`src/rtl/pc_fetch_ctrl.sv`:
```
// Fetch sequencer: owns the PC, issues one imem request at a time, discards responses made stale by redirect/trap.
// Instruction is registered to decode one cycle after rvalid and held stable until instr_ready or a redirect event.
module pc_fetch_ctrl #(
  parameter int              XLEN     = 32,
  parameter logic [XLEN-1:0] RESET_PC = '0,
  parameter logic [XLEN-1:0] TRAP_VEC = XLEN'(32'h0000_0010)
) (
  input  logic            clk,
  input  logic            reset,
  output logic            imem_req,
  output logic [XLEN-1:0] imem_addr,
  input  logic            imem_gnt,
  input  logic            imem_rvalid,
  input  logic [31:0]     imem_rdata,
  input  logic            redirect_valid,
  input  logic [XLEN-1:0] redirect_base,
  input  logic [XLEN-1:0] redirect_offset,
  input  logic            trap,
  output logic            instr_valid,
  input  logic            instr_ready,
  output logic [31:0]     instr_out,
  output logic [XLEN-1:0] instr_pc,
  output logic [XLEN-1:0] pc_q
);

  typedef enum logic [2:0] {
    IDLE  = 3'd0,
    FETCH = 3'd1,
    WAIT  = 3'd2,
    DROP  = 3'd3,
    HOLD  = 3'd4
  } state_t;

  state_t          r_state;
  state_t          w_state_nxt;
  logic [XLEN-1:0] r_pc;
  logic            r_valid;
  logic [31:0]     r_instr;
  logic [XLEN-1:0] r_ipc;

  logic            w_event;
  logic [XLEN-1:0] w_sum;
  logic [XLEN-1:0] w_target;
  logic [XLEN-1:0] w_pc_inc;
  logic            w_load;

  assign w_event  = trap | redirect_valid;
  assign w_sum    = redirect_base + redirect_offset;
  assign w_target = trap ? TRAP_VEC : {w_sum[XLEN-1:2], 2'b00};
  assign w_pc_inc = r_pc + XLEN'(4);
  // A response is only kept when no event arrives with it in WAIT; in DROP it is always stale.
  assign w_load   = (r_state == WAIT) && imem_rvalid && !w_event;

  always_ff @(posedge clk or negedge reset) begin
    if (!reset) r_state <= IDLE;
    else        r_state <= w_state_nxt;
  end

  always_comb begin
    w_state_nxt = r_state;
    unique case (r_state)
      IDLE:    w_state_nxt = FETCH;
      FETCH:   if (!w_event && imem_gnt) w_state_nxt = WAIT;
      WAIT: begin
        if (imem_rvalid)  w_state_nxt = w_event ? FETCH : HOLD;
        else if (w_event) w_state_nxt = DROP;
      end
      DROP:    if (imem_rvalid) w_state_nxt = FETCH;
      HOLD:    if (w_event || instr_ready) w_state_nxt = FETCH;
      default: w_state_nxt = IDLE;
    endcase
  end

  always_comb begin
    imem_req  = (r_state == FETCH) && !w_event;
    imem_addr = r_pc;
  end

  always_ff @(posedge clk or negedge reset) begin
    if (!reset) begin
      r_pc    <= RESET_PC;
      r_valid <= 1'b0;
      r_instr <= '0;
      r_ipc   <= '0;
    end else begin
      if ((r_state != IDLE) && w_event) r_pc <= w_target;
      else if (w_load)                  r_pc <= w_pc_inc;

      if (w_load) begin
        r_instr <= imem_rdata;
        r_ipc   <= r_pc;
        r_valid <= 1'b1;
      end else if ((r_state == HOLD) && (w_event || instr_ready)) begin
        r_valid <= 1'b0;
      end
    end
  end

  assign instr_valid = r_valid;
  assign instr_out   = r_instr;
  assign instr_pc    = r_ipc;
  assign pc_q        = r_pc;

endmodule
```
`config.mk`:
```
export PLATFORM = sky130hd
export DESIGN_NAME = pc_fetch_ctrl
export DESIGN_NICKNAME = d
export VERILOG_FILES = /design/src/rtl/pc_fetch_ctrl.sv
export SDC_FILE = /design/constraint.sdc
export NUM_CORES = 1
export LEC_CHECK = 0
export ABC_AREA = 1
export ABC_CLOCK_PERIOD_IN_PS = 1910
export CAP_MARGIN = 20
export CORE_MARGIN = 5
export CORE_UTILIZATION = 27
export CTS_CLUSTER_SIZE = 14
export DETAILED_ROUTE_END_ITERATION = 8
export SLEW_MARGIN = 20
export SYNTH_ARGS = -nofsm -noshare
export SYNTH_HDL_FRONTEND = slang
export SYNTH_SLANG_ARGS = --single-unit
```
`constraint.sdc`:
```
create_clock -name clk -period 1.91 [get_ports clk]
set_input_delay 0.382 -clock clk [delete_from_list [all_inputs] [get_ports clk]]
set_output_delay 0.382 -clock clk [all_outputs]
set_load 0.005 [all_outputs]
```
[After elaboration in Yosys (flattened, before gate mapping)]
Index checks and enable logic that the tools add are counted.
Widths: inputs -> output; s select.
Word-level totals
  output and inout bits: 130
  bits of input ports: 103
  bits in registers: 100
Cells by class
  mux-type cells: 12
  reductions and logical operators: 13
  add/sub/neg operators: 2
  eq/ne operators: 8
  bitwise gates (word level): 1
Operator list (count)
  $mux 32: 3
  $add 32x3->32 const B: 1
  $add 32x32->32: 1
  $mux 3: 6
  $pmux 3 s5: 1
  $eq 3x2->1 const B: 2
  $logic_and 1x1->1: 6
  $ne 2x2->1 const B: 3
  $reduce_and 4->1: 1
  $reduce_bool 2->1: 2
  $eq 3x1->1 const B: 1
  $eq 3x3->1 const B: 1
  $logic_not 3->1: 1
  $ne 3x3->1 const B: 1
  $reduce_bool 3->1: 1
  $mux 1: 2
  $logic_not 1->1: 1
  $logic_or 1x1->1: 1
  $or 1x1->1: 1

[Depth between registers and ports, before layout]
Gate-level depths: netlist of the first run.
  depth after elaboration: 5
  depth in mapped cells: 16
  gate-level depth less buffers: 16

[Worst setup path before layout of the first run]
Ideal clock, no wire load.
  kind: input to register
  start: in redirect_base[7]
  end: reg r_pc[17] (netlist: imem_addr[17])
  data arrival time: 1599 ps
  data required time: 1787 ps
  cell stages on the path: 9
  slack: 188 ps
  buffers on the path: 0
  cells stage by stage: ha_1 nand2_1 nor2_1 nand3_1 nand3_1 a21oi_1 or2_2 nand3_1 a21oi_1
Between the ends
  longest elaborated chain between the ends: 3
RTL lines
  from (decl): RTL line 16  | input logic [XLEN-1:0] redirect_base,
  $add 32x32->32: RTL line 48  | assign w_sum = redirect_base + redirect_offset;
  $mux 32: RTL line 49  | assign w_target = trap ? TRAP_VEC : {w_sum[XLEN-1:2], 2'b00};
  $mux 32: RTL line 86  | if ((r_state != IDLE) && w_event) r_pc <= w_target;
  to (signal assigned): RTL line 86
  to (signal assigned): RTL line 87  | else if (w_load) r_pc <= w_pc_inc;
  to (decl): RTL line 36  | logic [XLEN-1:0] r_pc;
Every way passes these cells.
A chain may end at the register's enable or synchronous reset.

[Worst setup path in the final report of the first run]
  start: in redirect_offset[20]
  end: reg r_pc[25] (netlist: imem_addr[25])
Between the ends
  longest elaborated chain between the ends: 3
RTL lines
  from (decl): RTL line 17  | input logic [XLEN-1:0] redirect_offset,
  $add 32x32->32: RTL line 48
  $mux 32: RTL line 49
  $mux 32: RTL line 86
Every way passes these cells.

==> flow_metrics.env, run 1 <==
export IMPL_yosys_warnings=0
export IMPL_cp_slowest_cell="clkdlybuf4s50_1"
export IMPL_p_sw_w=0.00491
export IMPL_areaGrowthSynthToFinish_pct=65.9
export IMPL_synth_cell_types=41
export IMPL_finalSetupViolCount=0
export IMPL_final_common_cell="nand2_1"
export IMPL_fmax_ghz=0.525
export IMPL_antenna_found_initial=0
export IMPL_rows=59
export IMPL_synthAdderAreaFrac_pct=5.39
export IMPL_min_period_ns=1.90
export IMPL_clock_skew_ns=0.0120
export IMPL_yosys_register_bits=96
export IMPL_grt_pass1_wl_um=42100
export IMPL_synthFlopType="dfrtp_1"
export IMPL_nets=1554
export IMPL_dr_pass1_iters=5
export IMPL_wl_um=27100
export IMPL_netlist_area_um2=7200
export IMPL_final_cell_area_um2=11900
export IMPL_cts_buffer_depth=2
export IMPL_postSynthAreaPerCell_um2=6.59
export IMPL_syn_inst=1092
export IMPL_vdd_drop_max_v=0.000429
export IMPL_cts_clk_slew_worst_paths_ns=0.07
export IMPL_grt_total_usage_pct=17.2
export IMPL_cts_tree="done"
export IMPL_timing_final_crit_share_pct=99.6
export IMPL_synth_mux_area_share_pct=0
export IMPL_wl_per_cell_um=15.4
export IMPL_synth_compound_area_share_pct=10.9
export IMPL_synth_edf_count=0
export IMPL_fill_cells=2636
export IMPL_outcome="finished clean"
export IMPL_cp_arrival_ns=2.18
export IMPL_htree_levels=3
export IMPL_cts_sinks=96
export IMPL_comb_power_share_pct=56.4
export IMPL_die_h_um=173
export IMPL_antenna_left=0
export IMPL_rsz0062_at_grt="yes"
export IMPL_start_util_pct=27.5
export IMPL_power_density_nw_per_um2=1080
export IMPL_p_seq_share_pct=28.6
export IMPL_maxCapViolations=0
export IMPL_end_kind="flop"
export IMPL_synth_xor_area_share_pct=2.07
export IMPL_hold_ws_ns=0.435
export IMPL_overflow=0
export IMPL_path_cells="clkdlybuf4s50_1 > ha_4 > nand2_1 > nand2_1 > o21bai_1 > nand2_1 > nand2_1 > a21oi_2 > nand2_1 > nand2_1 > nand3_1 > a21oi_1"
export IMPL_synth_top_area_cell="dfrtp_1"
export IMPL_timing_final_hold_violations=0
export IMPL_cp_start_kind="input pin"
export IMPL_drtIter0Drc=617
export IMPL_slew_viol_final=0
export IMPL_crit_top_cell="nand2_1"
export IMPL_leakage_nw=5.88
export IMPL_diodes=0
export IMPL_vias_per_cell=4.58
export IMPL_p_int_w=0.00801
export IMPL_synthSimpleGateAreaFrac_pct=35.5
export IMPL_gp_congestion=0.897
export IMPL_yosys_top_cells_area="dfrtp_1, nand2_1, inv_1"
export IMPL_criticalPathCategory="input pin to flop"
export IMPL_clkLatencyLatePin_ns=0.35
export IMPL_die_area_um2=30000
export IMPL_hp_class="input pin to asynchronous set/reset pin"
export IMPL_pwr_share_clk_pct=15.0
export IMPL_swShare_pct=38.0
export IMPL_grt_pass1_vias=8030
export IMPL_critPathRequiredTime_ns=2.18
export IMPL_synth_top_family_by_area="simple AND/OR/NAND/NOR gates"
export IMPL_slowest_delay_ns=0.50
export IMPL_synth_largest_type_area_fraction_pct=33.4
export IMPL_portBuffers=226
export IMPL_root_buffer="clkbuf_16"
export IMPL_async_reset_ff_share_pct=100
export IMPL_cts_buffers=9
export IMPL_drc_errors=0
export IMPL_place_area_um2=10600
export IMPL_seq_area_frac_synth_pct=33.4
export IMPL_vias=8069
export IMPL_grt_max_degree=41
export IMPL_layout_drive_gt1_share_pct=24.9
export IMPL_most_common_layout_cells="nand2_1, clkdlybuf4s50_1, buf_4"
export IMPL_path_max_fanout=4
export IMPL_dpl_hpwl_um=21700
export IMPL_ios=233
export IMPL_die_w_um=173
export IMPL_coreArea_um2=26100
cells in the mapped netlist, types with 2 or more instances:
master    number
a21boi_1       3
a21oi_1       52
a22oi_1        7
a22oi_2        2
a31oi_1        3
and2_1         2
buf_2         14
buf_4         40
clkbuf_1       5
dfrtp_1       96
ha_1          31
inv_1        131
inv_2          6
nand2_1      402
nand3_1       58
nand3_2        2
nand3b_1       8
nand4_1        9
nor2_1        87
nor2_2         7
nor2_4         2
nor3_1        18
nor3_2         4
nor4_1         3
o211ai_1       2
o21ai_0       43
o21ai_1       15
o21bai_1       5
o22ai_1        3
or2_2          5
xor2_1        17
final cells by class:
type	instances	area, um^2	share of cell area, %
multi-input combinational	804	4760	39.8
tap	335	419	3.51
clock buffer	11	253	2.12
inverter	137	519	4.35
sequential	96	2410	20.2
timing repair buffer	372	3520	29.5
clock inverter	5	62.6	0.524
what timing repair did:
item | in CTS | in global routing
resized for setup | 80 | 157
hold endpoints to repair | 13 | 0
hold buffers | 1 | 0
setup buffers | 0 | 5
endpoints found under the setup margin | 28 | 32
pin swaps | 11 | 48
routing by layer:
layer,part of all wire (%),global-route usage (%),vias to the layer above
li1,-,-,4086
met1,46,23.2,3700
met2,47,29.5,260
met3,4.9,2.29,23
met4,1.3,4.09,0
met5,0,0,-
flip-flops by register name, indices dropped and copies added, names as in the netlist:
name         cells
instr_out       32
r_state          3
instr_valid      1
instr_pc        30
imem_addr       30
kinds of logic (layout without fill, tap and decap cells):
logic type	after synthesis	after routing
other cells	1	6
flops	96	96
xor+xnor	17	17
buf+inv	197	525
simple gates	611	611
compound gates	139	139
fa+ha+maj	31	31
power groups by stage:
stage	Sequential, W	Clock, W	Combinational [W]
final	0.00369	0.00194	0.00729
after global routing	0.00381	0.00206	0.00794
after CTS	0.00367	0.00199	0.00712
after detailed placement	0.00370	0	0.00694
after global placement	0.00367	0	0.00687
after floorplan	0.00375	0	0.00271
worst max-delay path: cells and delay by family:
kind / cells / cell delay, ns
simple gates: 7 / 0.53
compound gates: 3 / 0.52
buf+inv: 1 / 0.50
fa+ha+maj: 1 / 0.23
per-stage QoR:
step	total power [W]	std cells	setup WS, ns	util [%]	TNS (ns)
floorplan	0.00646	1097	0.188	-	0
detailed placement	0.0106	1738	-0.549	40.7	-26.06
global route	0.0138	1760	-0.0382	45.7	-0.121
finish	0.0129	1760	0.00675	45.7	0
global placement	0.0105	1738	-0.552	40.7	-25.89
CTS	0.0128	1755	-0.0205	43.5	-0.0267
path summary, 6_finish.rpt:
path                                           from             to  slack (ns)  depth (start not counted)
worst max register to register         imem_addr[2]  imem_addr[30]        0.06                         12
worst max-delay path            redirect_offset[20]  imem_addr[25]       0.007                         12
worst min-delay path                          reset  instr_out[21]        0.44                          2
max in group asynchronous                     reset  instr_out[13]        0.89                          3
min in group clk                       instr_out[6]   instr_out[6]        0.47                          2
worst min register to register         instr_out[6]   instr_out[6]        0.47                          2
(Power assumes the default switching activity.)
==> run 2, diff against run 1 <==
- ABC_CLOCK_PERIOD_IN_PS: 1910 -> 1800
- CORE_MARGIN: 5 -> unset
- CORE_UTILIZATION: 27 -> 45
- PLACE_DENSITY: unset -> 0.78
- clock period: 1.91 -> 1.8 ns (I/O delays scaled with it)
==> flow_metrics.env, run 2 (synthesis results as in run 1) <==
export IMPL_outcome="finished clean"
export IMPL_place_ws_ns=-0.682
export IMPL_most_common_layout_cells="nand2_1, clkdlybuf4s50_1, buf_4"
export IMPL_cts_tree="done"
export IMPL_rows=45
export IMPL_layout_drive_gt1_share_pct=26.4
export IMPL_crit_family="simple AND/OR/NAND/NOR gates"
export IMPL_min_path_cells=2
export IMPL_critPathRequiredTime_ns=2.03
export IMPL_seqCellArea_um2=2410
export IMPL_pwr_share_clk_pct=12.9
export IMPL_gp_congestion=0.947
export IMPL_cp_arrival_ns=2.03
export IMPL_die_h_um=128
export IMPL_areaGrowthSynthToFinish_pct=65.6
export IMPL_die_w_um=128
export IMPL_grt_max_degree=38
export IMPL_coreArea_um2=15400
export IMPL_finalSetupViolCount=0
export IMPL_leakage_nw=5.88
export IMPL_utilization_pct=77.3
export IMPL_r2r_setup_slack_ns=0.004
export IMPL_swShare_pct=38.4
export IMPL_dr_pass1_iters=5
export IMPL_power_density_nw_per_um2=1150
export IMPL_cts_buffers=9
export IMPL_hp_start="instr_out[0]"
export IMPL_r2r_start="imem_addr[17]"
export IMPL_ios=233
export IMPL_die_area_um2=16500
export IMPL_worst_r2r_endpoint="imem_addr[25]"
export IMPL_comb_power_share_pct=58.8
export IMPL_cts_sinks=96
export IMPL_p_seq_share_pct=28.3
export IMPL_htree_levels=3
export IMPL_fin_ws_ns=0.00364
export IMPL_grt_pass1_wl_um=39600
export IMPL_p_sw_w=0.00528
export IMPL_timing_final_crit_share_pct=99.8
export IMPL_vdd_drop_max_v=0.000608
export IMPL_drtIter0Drc=482
export IMPL_grt_total_usage_pct=30.3
export IMPL_slowest_delay_ns=0.33
export IMPL_rsz0062_at_grt="yes"
export IMPL_reg2reg_depth=9
export IMPL_wl_per_cell_um=15.9
export IMPL_hold_ws_ns=0.468
export IMPL_cp_start_kind="input pin"
export IMPL_cts_buffer_depth=2
export IMPL_antenna_left=0
export IMPL_nets=1586
export IMPL_p_int_w=0.00846
export IMPL_slew_viol_final=0
export IMPL_vias=8696
export IMPL_multiInputGateArea_um2=4790
export IMPL_vias_per_cell=5.21
export IMPL_path_cells="dlygate4sd2_1 > ha_4 > nand2_4 > inv_1 > a21oi_2 > buf_4 > o211ai_1 > nand2_1 > nand2_1 > nand2_2 > nand3_2 > nand2_1"
export IMPL_grt_pass1_vias=8151
export IMPL_fill_cells=1131
export IMPL_path_max_fanout=4
export IMPL_crit_top_cell="nand2_1"
export IMPL_drc_errors=0
export IMPL_clkLatencyLatePin_ns=0.34
export IMPL_maxCapViolations=0
export IMPL_criticalPathCategory="input pin to flop"
export IMPL_clock_skew_ns=0.00596
export IMPL_wl_um=26400
export IMPL_fmax_ghz=0.557
export IMPL_hp_class="flop to flop"
export IMPL_overflow=0
export IMPL_cp_slowest_cell="ha_4"
export IMPL_end_kind="flop"
export IMPL_path_buf_inv=3
export IMPL_totalPowerFinal_w=0.0137
export IMPL_start_util_pct=46.6
export IMPL_antenna_found_initial=0
export IMPL_root_buffer="clkbuf_16"
export IMPL_portBuffers=226
export IMPL_cts_clk_slew_worst_paths_ns=0.07
export IMPL_holdPathEnd="instr_out[0]"
export IMPL_largest_reg_flops=32
export IMPL_min_period_ns=1.80
export IMPL_final_common_cell="nand2_1"
export IMPL_dpl_hpwl_um=19500
export IMPL_diodes=0
export IMPL_timing_final_hold_violations=0
## run 2: cell types whose count changed in the layout (fill, tap and decap cells not counted), moves of 5 or more
cell | before | now
buf_4 | 139 | 164
buf_6 | 1 | 6
clkdlybuf4s50_1 | 184 | 164
dlymetal6s2s_1 | 36 | 9
nor3_1 | 13 | 8
a21oi_1 | 28 | 23
dlygate4sd2_1 | 4 | 51
nor2_1 | 64 | 72
nor2_4 | 14 | 8
## run 2: worst max path at each step
stage,end,startpoint,cells after the start
after global routing,imem_addr[28],redirect_offset[15],13
after global placement,imem_addr[29],redirect_base[11],13
after CTS,imem_req,trap,5
after detailed placement,imem_addr[29],redirect_base[11],13
after floorplan,imem_addr[30],imem_addr[2],12
final,imem_addr[29],redirect_base[7],12
## run 2: tightest hold or removal path, stage by stage, from the launching register on
cell,delay [ns]
dfrtp_1,0.34
nand2_1,0.05
nand2_1,0.05
## run 2: area by class of cell
cell class / count / area share (%)
multi-input combinational: 804 / 40.2
inverter: 137 / 4.34
clock buffer: 12 / 1.98
sequential: 96 / 20.2
timing repair buffer: 404 / 30.8
tap: 211 / 2.21
clock inverter: 4 / 0.252
## run 2: metal layers
| layer | vias up | wire length (um) | track usage [%] |
|---|---|---|---|
| met2 | 440 | 13100 | 54.7 |
| met3 | 80 | 2230 | 5.03 |
| li1 | 4142 | - | - |
| met4 | 0 | 769 | 9.13 |
| met1 | 4034 | 10300 | 37.0 |
| met5 | - | 0 | 0 |
## run 2: timing repair
item                                    CTS  global route
hold endpoints to repair                 29             0
setup buffers                            20            12
endpoints found under the setup margin   36            70
pin swaps                                50            34
gates resized for setup                 163            95
hold buffers                              1             0
cloned                                    0             0
## run 2: through the flow
| step | TNS (ns) | cells | area [um^2] |
|---|---|---|---|
| 4_1_cts | -0.0375 | 1656 | 11500 |
| 3_5_place_dp | -27.20 | 1620 | 10500 |
| 3_3_place_gp | -25.07 | 1620 | 10500 |
| 6_report | 0 | 1668 | 11900 |
| 5_1_grt | -0.578 | 1668 | 11900 |
| 2_1_floorplan | 0 | 1097 | 7210 |
## run 2: power groups by stage
stage	logic, W	registers, W	clock network, W
final	0.00808	0.00389	0.00177
after global routing	0.00871	0.00398	0.00187
after CTS	0.00756	0.00386	0.00179
after detailed placement	0.00726	0.00389	0
after global placement	0.00712	0.00384	0
after floorplan	0.00287	0.00398	0
